**config.mk**
```make
export PLATFORM = sky130hd
export DESIGN_NAME = te_ob_bm_rd
export DESIGN_NICKNAME = d
export VERILOG_FILES = /design/src/rtl/te_bm_pkg.sv /design/src/rtl/te_ob_fifo.sv /design/src/rtl/te_ob_bm_rd.sv
export SDC_FILE = /design/constraint.sdc
export NUM_CORES = 1
export LEC_CHECK = 0
export BUFFER_PORTS_ARGS = -buffer_cell sky130_fd_sc_hd__buf_2
export CORE_ASPECT_RATIO = 1.5
export CORE_MARGIN = 2
export CORE_UTILIZATION = 45
export DETAILED_ROUTE_END_ITERATION = 10
export HOLD_SLACK_MARGIN = 0.03
export PLACE_DENSITY = 0.68
export SYNTH_ARGS = -nofsm -noshare
export SYNTH_HDL_FRONTEND = slang
export SYNTH_SLANG_ARGS = --single-unit
```
**constraint.sdc**
```tcl
create_clock -name clk -period 3 [get_ports clk]
set_clock_uncertainty 0.15 [all_clocks]
set_input_delay 0.3 -clock clk [delete_from_list [all_inputs] [get_ports clk]]
set_output_delay 0.3 -clock clk [all_outputs]
set_load 0.02 [all_outputs]
```
**src/rtl/te_bm_pkg.sv**
```systemverilog
// Shared types and constants for the buffer-memory port engines.
// FIFO entries carry the burst-last flag at the MSB above the data word.
package te_bm_pkg;

  localparam int unsigned BM_AWIDTH_DEF = 10;
  localparam int unsigned BM_DWIDTH_DEF = 64;

  typedef enum logic {
    IDLE  = 1'b0,
    BURST = 1'b1
  } state_e;

  // Bit index of the last flag in a FIFO entry holding a dwidth-bit word.
  function automatic int unsigned te_entry_last_idx(input int unsigned dwidth);
    return dwidth;
  endfunction

endpackage

```
**src/rtl/te_ob_fifo.sv**
```systemverilog
// Small synchronous FIFO with occupancy count; read data is taken straight
// from the storage registers at the read pointer.
module te_ob_fifo #(
  parameter int unsigned WIDTH = 65,
  parameter int unsigned DEPTH = 4
) (
  input  logic                       clk,
  input  logic                       rst,
  input  logic                       push,
  input  logic [WIDTH-1:0]           wdata,
  input  logic                       pop,
  output logic [WIDTH-1:0]           rdata,
  output logic [$clog2(DEPTH):0]     count,
  output logic                       full,
  output logic                       empty
);

  localparam int unsigned AW = $clog2(DEPTH);

  logic [WIDTH-1:0] mem_q [DEPTH];
  logic [WIDTH-1:0] mem_d [DEPTH];
  logic [AW-1:0]    wr_ptr_q, wr_ptr_d;
  logic [AW-1:0]    rd_ptr_q, rd_ptr_d;
  logic [AW:0]      count_q, count_d;
  logic             do_push, do_pop;

  assign full    = (count_q == (AW+1)'(DEPTH));
  assign empty   = (count_q == '0);
  assign count   = count_q;
  assign rdata   = mem_q[rd_ptr_q];
  assign do_push = push && !full;
  assign do_pop  = pop && !empty;

  always_comb begin
    mem_d    = mem_q;
    wr_ptr_d = wr_ptr_q;
    rd_ptr_d = rd_ptr_q;
    count_d  = count_q + (AW+1)'(do_push) - (AW+1)'(do_pop);
    if (do_push) begin
      mem_d[wr_ptr_q] = wdata;
      wr_ptr_d        = wr_ptr_q + AW'(1);
    end
    if (do_pop) begin
      rd_ptr_d = rd_ptr_q + AW'(1);
    end
  end

  always_ff @(posedge clk) begin
    if (rst) begin
      wr_ptr_q <= '0;
      rd_ptr_q <= '0;
      count_q  <= '0;
    end else begin
      wr_ptr_q <= wr_ptr_d;
      rd_ptr_q <= rd_ptr_d;
      count_q  <= count_d;
    end
  end

  // Storage needs no reset; occupancy alone defines valid entries.
  always_ff @(posedge clk) begin
    mem_q <= mem_d;
  end

  a_no_overflow : assert property (@(posedge clk) disable iff (rst) !(push && full));

endmodule

```
**src/rtl/te_ob_bm_rd.sv**
```systemverilog
// Outbound burst read engine: walks a command's address range on the BM port,
// holding requests back so every granted word is guaranteed a FIFO slot.
module te_ob_bm_rd
  import te_bm_pkg::*;
#(
  parameter int unsigned BM_AWIDTH  = BM_AWIDTH_DEF,
  parameter int unsigned BM_DWIDTH  = BM_DWIDTH_DEF,
  parameter int unsigned LEN_WIDTH  = 8,
  parameter int unsigned FIFO_DEPTH = 4
) (
  input  logic                 clk,
  input  logic                 rst,
  input  logic                 cmd_valid,
  output logic                 cmd_ready,
  input  logic [BM_AWIDTH-1:0] cmd_addr,
  input  logic [LEN_WIDTH-1:0] cmd_len,
  output logic                 ob_bm_req,
  output logic                 ob_bm_last,
  output logic [BM_AWIDTH-1:0] ob_bm_addr,
  input  logic                 bm_ob_gnt,
  input  logic [BM_DWIDTH-1:0] bm_ob_rdata,
  output logic                 pkt_valid,
  input  logic                 pkt_ready,
  output logic [BM_DWIDTH-1:0] pkt_data,
  output logic                 pkt_last,
  output logic                 busy
);

  localparam int unsigned LAST_IDX = te_entry_last_idx(BM_DWIDTH);
  localparam int unsigned EW       = LAST_IDX + 1;
  localparam int unsigned CW       = $clog2(FIFO_DEPTH) + 1;

  state_e               state_q, state_d;
  logic [BM_AWIDTH-1:0] cur_addr_q, cur_addr_d;
  logic [LEN_WIDTH-1:0] remaining_q, remaining_d;
  logic                 inflight_q, inflight_d;
  logic                 inflight_last_q, inflight_last_d;

  logic                 cmd_acc, gnt_eff, credit_ok, pop;
  logic [CW-1:0]        fifo_count;
  logic                 fifo_full, fifo_empty;
  logic [EW-1:0]        fifo_rdata;

  // Credit counts the word already read but not yet pushed; pops are ignored.
  assign credit_ok = ({1'b0, fifo_count} + (CW+1)'(inflight_q)) < (CW+1)'(FIFO_DEPTH);
  assign cmd_acc   = cmd_valid && cmd_ready;
  assign gnt_eff   = bm_ob_gnt && ob_bm_req;
  assign pop       = pkt_valid && pkt_ready;

  always_ff @(posedge clk) begin
    if (rst) state_q <= IDLE;
    else     state_q <= state_d;
  end

  always_comb begin
    state_d = state_q;
    unique case (state_q)
      IDLE:  if (cmd_valid) state_d = BURST;
      BURST: if (gnt_eff && (remaining_q == '0)) state_d = IDLE;
    endcase
  end

  always_comb begin
    cmd_ready  = 1'b0;
    ob_bm_req  = 1'b0;
    ob_bm_last = 1'b0;
    ob_bm_addr = cur_addr_q;
    busy       = inflight_q || !fifo_empty;
    unique case (state_q)
      IDLE:  cmd_ready = 1'b1;
      BURST: begin
        ob_bm_req  = credit_ok;
        ob_bm_last = (remaining_q == '0);
        busy       = 1'b1;
      end
    endcase
  end

  always_comb begin
    cur_addr_d      = cur_addr_q;
    remaining_d     = remaining_q;
    inflight_d      = gnt_eff;
    inflight_last_d = inflight_last_q;
    if (cmd_acc) begin
      cur_addr_d  = cmd_addr;
      remaining_d = cmd_len;
    end else if (gnt_eff) begin
      cur_addr_d      = cur_addr_q + BM_AWIDTH'(1);
      remaining_d     = remaining_q - LEN_WIDTH'(1);
      inflight_last_d = ob_bm_last;
    end
  end

  always_ff @(posedge clk) begin
    if (rst) begin
      cur_addr_q      <= '0;
      remaining_q     <= '0;
      inflight_q      <= 1'b0;
      inflight_last_q <= 1'b0;
    end else begin
      cur_addr_q      <= cur_addr_d;
      remaining_q     <= remaining_d;
      inflight_q      <= inflight_d;
      inflight_last_q <= inflight_last_d;
    end
  end

  te_ob_fifo #(
    .WIDTH (EW),
    .DEPTH (FIFO_DEPTH)
  ) u_fifo (
    .clk   (clk),
    .rst   (rst),
    .push  (inflight_q),
    .wdata ({inflight_last_q, bm_ob_rdata}),
    .pop   (pop),
    .rdata (fifo_rdata),
    .count (fifo_count),
    .full  (fifo_full),
    .empty (fifo_empty)
  );

  assign pkt_valid = !fifo_empty;
  assign pkt_last  = !fifo_empty && fifo_rdata[LAST_IDX];
  assign pkt_data  = fifo_rdata[BM_DWIDTH-1:0];

  a_credit_ok : assert property (@(posedge clk) disable iff (rst) !(inflight_q && fifo_full));

endmodule

```
---- Word-level counts from Yosys, hierarchy flattened ----
Cells that the tools add are included.
cells by class
  magnitude comparators ................... 4
  multiplexer cells ....................... 17
  reduce and logical (&&, ||, !) cells .... 15
  add/subtract/negate cells ............... 7
  bitwise operators ....................... 4
  equal/unequal tests ..................... 1
operators with widths
  operator                                                                       number
  260-bit bitwise mux                                                            1
  65-bit 2-to-1 mux                                                              3
  65-bit binary-select mux with 2-bit select                                     1
  65-bit demux with 2-bit select                                                 1
  10-bit 2-to-1 mux                                                              2
  8-bit 2-to-1 mux                                                               2
  10-bit by 1-bit adder with 10-bit output (second input constant)               1
  1-bit logical AND                                                              8
  8-bit zero test                                                                1
  8-bit by 1-bit subtractor with 8-bit output (second input constant)            1
  3-bit >= comparator (second input constant)                                    2
  1-bit 2-to-1 mux                                                               6
  2-bit NOT with 3-bit output                                                    2
  2-bit by 1-bit adder with 2-bit output (second input constant)                 2
  3-bit by 1-bit adder with 4-bit output                                         1
  4-bit by 3-bit less-than comparator with 1-bit output (second input constant)  1
  3-bit by 1-bit adder with 3-bit output                                         1
  3-bit == test (second input constant)                                          1
  3-bit zero test                                                                1
  3-bit by 1-bit less-than comparator with 1-bit output (second input constant)  1
  3-bit by 1-bit subtractor with 3-bit output                                    1
  1-bit zero test                                                                2
  1-bit NOT                                                                      2
  1-bit case mux with 2 select lines                                             1
  other kinds (3)                                                                3
storage, ports and cells
  logic and storage cells ................. 60
  register bits after elaboration ......... 288

---- Longest topological paths before layout ----
  word-level depth ........................ 7
  mapped depth ............................ 9
  gate-level depth less buffers ........... 9

---- Hierarchy ----
From an unflattened synthesis, not the netlist that was laid out.
unflattened totals
  cell total of the unflattened synthesis .. 529
  area, all modules ....................... 10985.5 um^2
modules (own cells, without submodules)
  module       cells each  area an instance (um^2)  seq. area each (um^2)  times used
  te_ob_fifo   387         9814.4                   7947.6                 1
  te_ob_bm_rd  142         1171.1                   420.4                  1

---- Worst setup path before layout ----
No wires, ideal clock.
  kind .................................... register -> register
  start point ............................. register u_fifo.count_q[1], in the netlist u_fifo.count[1]
  end point ............................... register u_fifo.mem_q[0] in the netlist's numbering, enable pin
  stages on the path, launching flop included .. 4
  period minus slack after synthesis ...... 3004 ps
  path buffers ............................ 0
  arrival time ............................ 2424 ps
  setup slack ............................. -4 ps
  cell sequence ........................... dfxtp_1 nor2_1 a21boi_1 and2_1
between the ends
  word-level cells in the longest chain between the ends .. 3
RTL lines
  what                      line              RTL
  start: declaration        te_ob_fifo.sv:24  logic [AW:0] count_q, count_d;
  start signal: assignment  te_ob_fifo.sv:56  count_q <= count_d;
  3-bit == test             te_ob_fifo.sv:27  assign full = (count_q == (AW+1)'(DEPTH));
  1-bit zero test           te_ob_fifo.sv:31  assign do_push = push && !full;
  1-bit logical AND         te_ob_fifo.sv:31
  via u_fifo.do_push        te_ob_fifo.sv:25  logic do_push, do_pop;
  end signal: assignment    te_ob_fifo.sv:62  mem_q <= mem_d;
  end: declaration          te_ob_fifo.sv:20  logic [WIDTH-1:0] mem_q [DEPTH];
The timed path passes the listed nets, and every way through them passes these cells.
A chain may end at the register's enable or synchronous reset.

---- Final worst setup path ----
  start point ............................. register remaining_q[2]
  end point ............................... output ob_bm_last
between the ends
  word-level cells in the longest chain between the ends .. 2
RTL lines
  what                      line                RTL
  start: declaration        te_ob_bm_rd.sv:35   logic [LEN_WIDTH-1:0] remaining_q, remaining_d;
  start signal: assignment  te_ob_bm_rd.sv:102  remaining_q <= remaining_d;
  8-bit zero test           te_ob_bm_rd.sv:73   ob_bm_last = (remaining_q == '0);
  1-bit 2-to-1 mux          te_ob_bm_rd.sv:69   unique case (state_q)
  end: declaration          te_ob_bm_rd.sv:18   output logic ob_bm_last,
Every way passes these cells.

==> impl_metrics.yaml <==
placed_design:
  hpwl_mm: 14.2
  port_buffers: 166
  gp_congestion: 0.791
floorplan:
  die_area_sq_um: 25600
  ios: 167
  fp-row-count: 70
  core_sq_um: 24200
  die_h_um: 195
  initial_core_util_pct: 45.3
  die_w_um: 131
yosys:
  synthFlopType: "edfxtp_1"
  yosys.cell_types.count: 43
  synthesis.nets: 633
  netlist_area_sq_um: 11000
  seq_area_frac_synth_pct: 76.4
  yosys_warnings: 0
  synth_common_cells: "260 x edfxtp_1, 65 x mux4_2, 28 x dfxtp_1, 22 x nand2_1, 16 x nor2_1"
  yosys-top-cells-area: "edfxtp_1 71%, mux4_2 13%, dfxtp_1 5.1%, ha_1 1.1%, nand2_1 0.75%"
  syn_inst: 535
  synth_top_cell_area_share_pct: 71.2
  yosysMostFrequentCell: "edfxtp_1"
  synth-edff-count: 260
  ys_async_sr_fraction_pct: 0
  ys_seq_elements: 288
  synth_top_area_cell: "edfxtp_1"
  avgSynthCellArea_sq_um: 20.5
cts:
  clk_pin_slew_ns: 0.07
  htreeDepth: 1
  clkLatencyLatePin_ns: 0.52
  cts_tree: "built"
  cts_setup_buffers: 0
  cts.sinks: 288
  cts_inserted_buffers: 26
  clockRootBuffer: "clkbuf_16"
  cts_resized: 0
  cts.path.max_buffers: 3
  hold_buffers: 84
detailed_routing:
  ant_nets: 0
  routedWlPerCell_um: 19.6
  wl_mm: 22.5
  viasPerCell: 5.30
  dr.pass1.iters: 6
  first_iter_violations: 343
  vias: 6063
  drc_errors: 0
critical_path:
  slowest_delay_ns: 0.58
  path_delay_family: "simple AND/OR/NAND/NOR gates"
  critical_path_required_ns: 2.55
  slowest_stage: "or4_1"
  critical_path.cell_chain: "or4_1, nor3_1, and3_1, buf_2"
  endpoint_kind: "output pin"
  worstPathArrival_ns: 2.28
  worstPathMaxFanout: 6
  critPathLaunchType: "flip-flop"
  cp.buffers_inverters: 1
  worstSetupPathType: "reg2out"
finish:
  nFillCells: 1834
  area_delta_synth_final_pct: 27.7
  drive_above_1_share_pct: 35.9
  nets: 899
hold_path:
  hold_class: "in2reg"
sta:
  fmax_mhz: 367
  hold_viol_final: 0
  finalCriticalPeriod_ns: 2.73
  fin_setup_tns_ns: 0
  setup_violations: 0
  drv_slew: 0
  grt_setup_unrepaired: "false"
  relSlewSlack_pct: 53.9
  fin_crit_sh_pct: 90.9
  hold_slack_ns: 0.118
  tightestPinTransition_ns: 0.691
run:
  maxCapViolCount: 0
global_routing:
  antenna_found_initial: 1
  grt_first_pass_wirelength_mm: 35.1
  grt_overflow: 0
  grt_max_degree: 37
  grt_pass1_vias: 6685
  grt.total_usage_pct: 17.3
power:
  p_int_mw: 7.34
  p_clk_share_pct: 31.7
  p_sw_mw: 2.68
  power_density_nw_per_um2: 717
  p_sw_share_pct: 26.8
  leakagePower_nw: 4.80
  pwr-share-seq_pct: 46.4
  ir_worst_vdd_mv: 0.368
  comb_power_share_pct: 21.9
status:
  status: "complete, no violations"
## layout by cell type, fill, tap and decap left out, drive strengths merged, types with 2 or more instances in the layout
master	netlist	final
edfxtp	260	260
buf	12	179
dlygate4sd3	0	84
mux4	65	65
clkbuf	13	31
dfxtp	28	28
nand2	22	22
nor2	16	16
inv	9	11
nand3	10	10
ha	10	10
clkinv	0	10
a31oi	9	9
and2	7	7
nand2b	6	6
or3	5	5
nand3b	5	5
o22ai	5	5
o211ai	5	5
a21oi	5	5
a32oi	4	4
nor3	3	3
and3	3	3
xnor2	3	3
nand4	3	3
mux2i	3	3
or4	2	2
nor2b	2	2
mux2	2	2
o31a	2	2
a311oi	2	2
a31o	2	2
bufinv	0	2
o22a	2	2
## flip-flops by register name, indices dropped and copies added, names as in the netlist
register	flops
u_fifo.mem_q	260
remaining_q	8
ob_bm_addr	10
state_q	1
inflight_last_q	1
u_fifo.count	3
u_fifo.wr_ptr_q	2
inflight_q	1
u_fifo.rd_ptr_q	2
## metal layers
layer	global-route usage (%)	up-vias	share of wire, %
met2	32.9	220	54
li1	-	2735	-
met3	2.78	39	5.0
met1	19.6	3069	38
met5	0	-	0
met4	6.16	0	2.6
## per-stage QoR
stage	worst slack, ns	total power, mW	instance area (sq um)	std cells	util (%)
after floorplan	0.630	6.16	11000	535	-
after global placement	0.681	6.83	12300	1013	51.0
after detailed placement	0.555	6.88	12300	1013	51.0
after CTS	0.216	10.1	14000	1143	57.9
after global routing	0.164	10.4	14000	1144	57.9
final	0.273	10.0	14000	1144	57.9
## worst paths after layout
path	slack [ns]	cells after the start	startpoint	end
worst min register to register	0.36	2	inflight_last_q	inflight_last_q
worst max register to register	0.54	9	u_fifo.count[2]	u_fifo.count[2]
worst min-delay path	0.12	2	rst	u_fifo.wr_ptr_q[1]
worst max-delay path	0.27	4	remaining_q[2]	ob_bm_last
## area by class of cell
class	count	area [sq um]	area share, %
antenna	1	2.50	0.0179
clock inverter	15	130	0.930
timing repair buffer	263	1890	13.5
inverter	9	33.8	0.241
tap	324	405	2.90
multi-input combinational	213	2460	17.6
sequential	288	8380	59.9
clock buffer	31	691	4.94
## power groups by stage
| stage | Combinational [mW] | Clock [mW] | Sequential [mW] |
|---|---|---|---|
| after floorplan | 1.54 | 0 | 4.62 |
| after global placement | 2.10 | 0 | 4.74 |
| after detailed placement | 2.14 | 0 | 4.75 |
| after CTS | 2.23 | 3.25 | 4.66 |
| after global routing | 2.33 | 3.40 | 4.68 |
| final | 2.20 | 3.17 | 4.66 |
## kinds of logic after synthesis
logic type	synth area share, %
buf+inv	1.27
flops	76.4
fa+ha+maj	1.32
compound gates	2.96
mux	13.8
xor+xnor	0.320
simple gates	3.93
No activity file was read; power rests on OpenSTA's default activity.
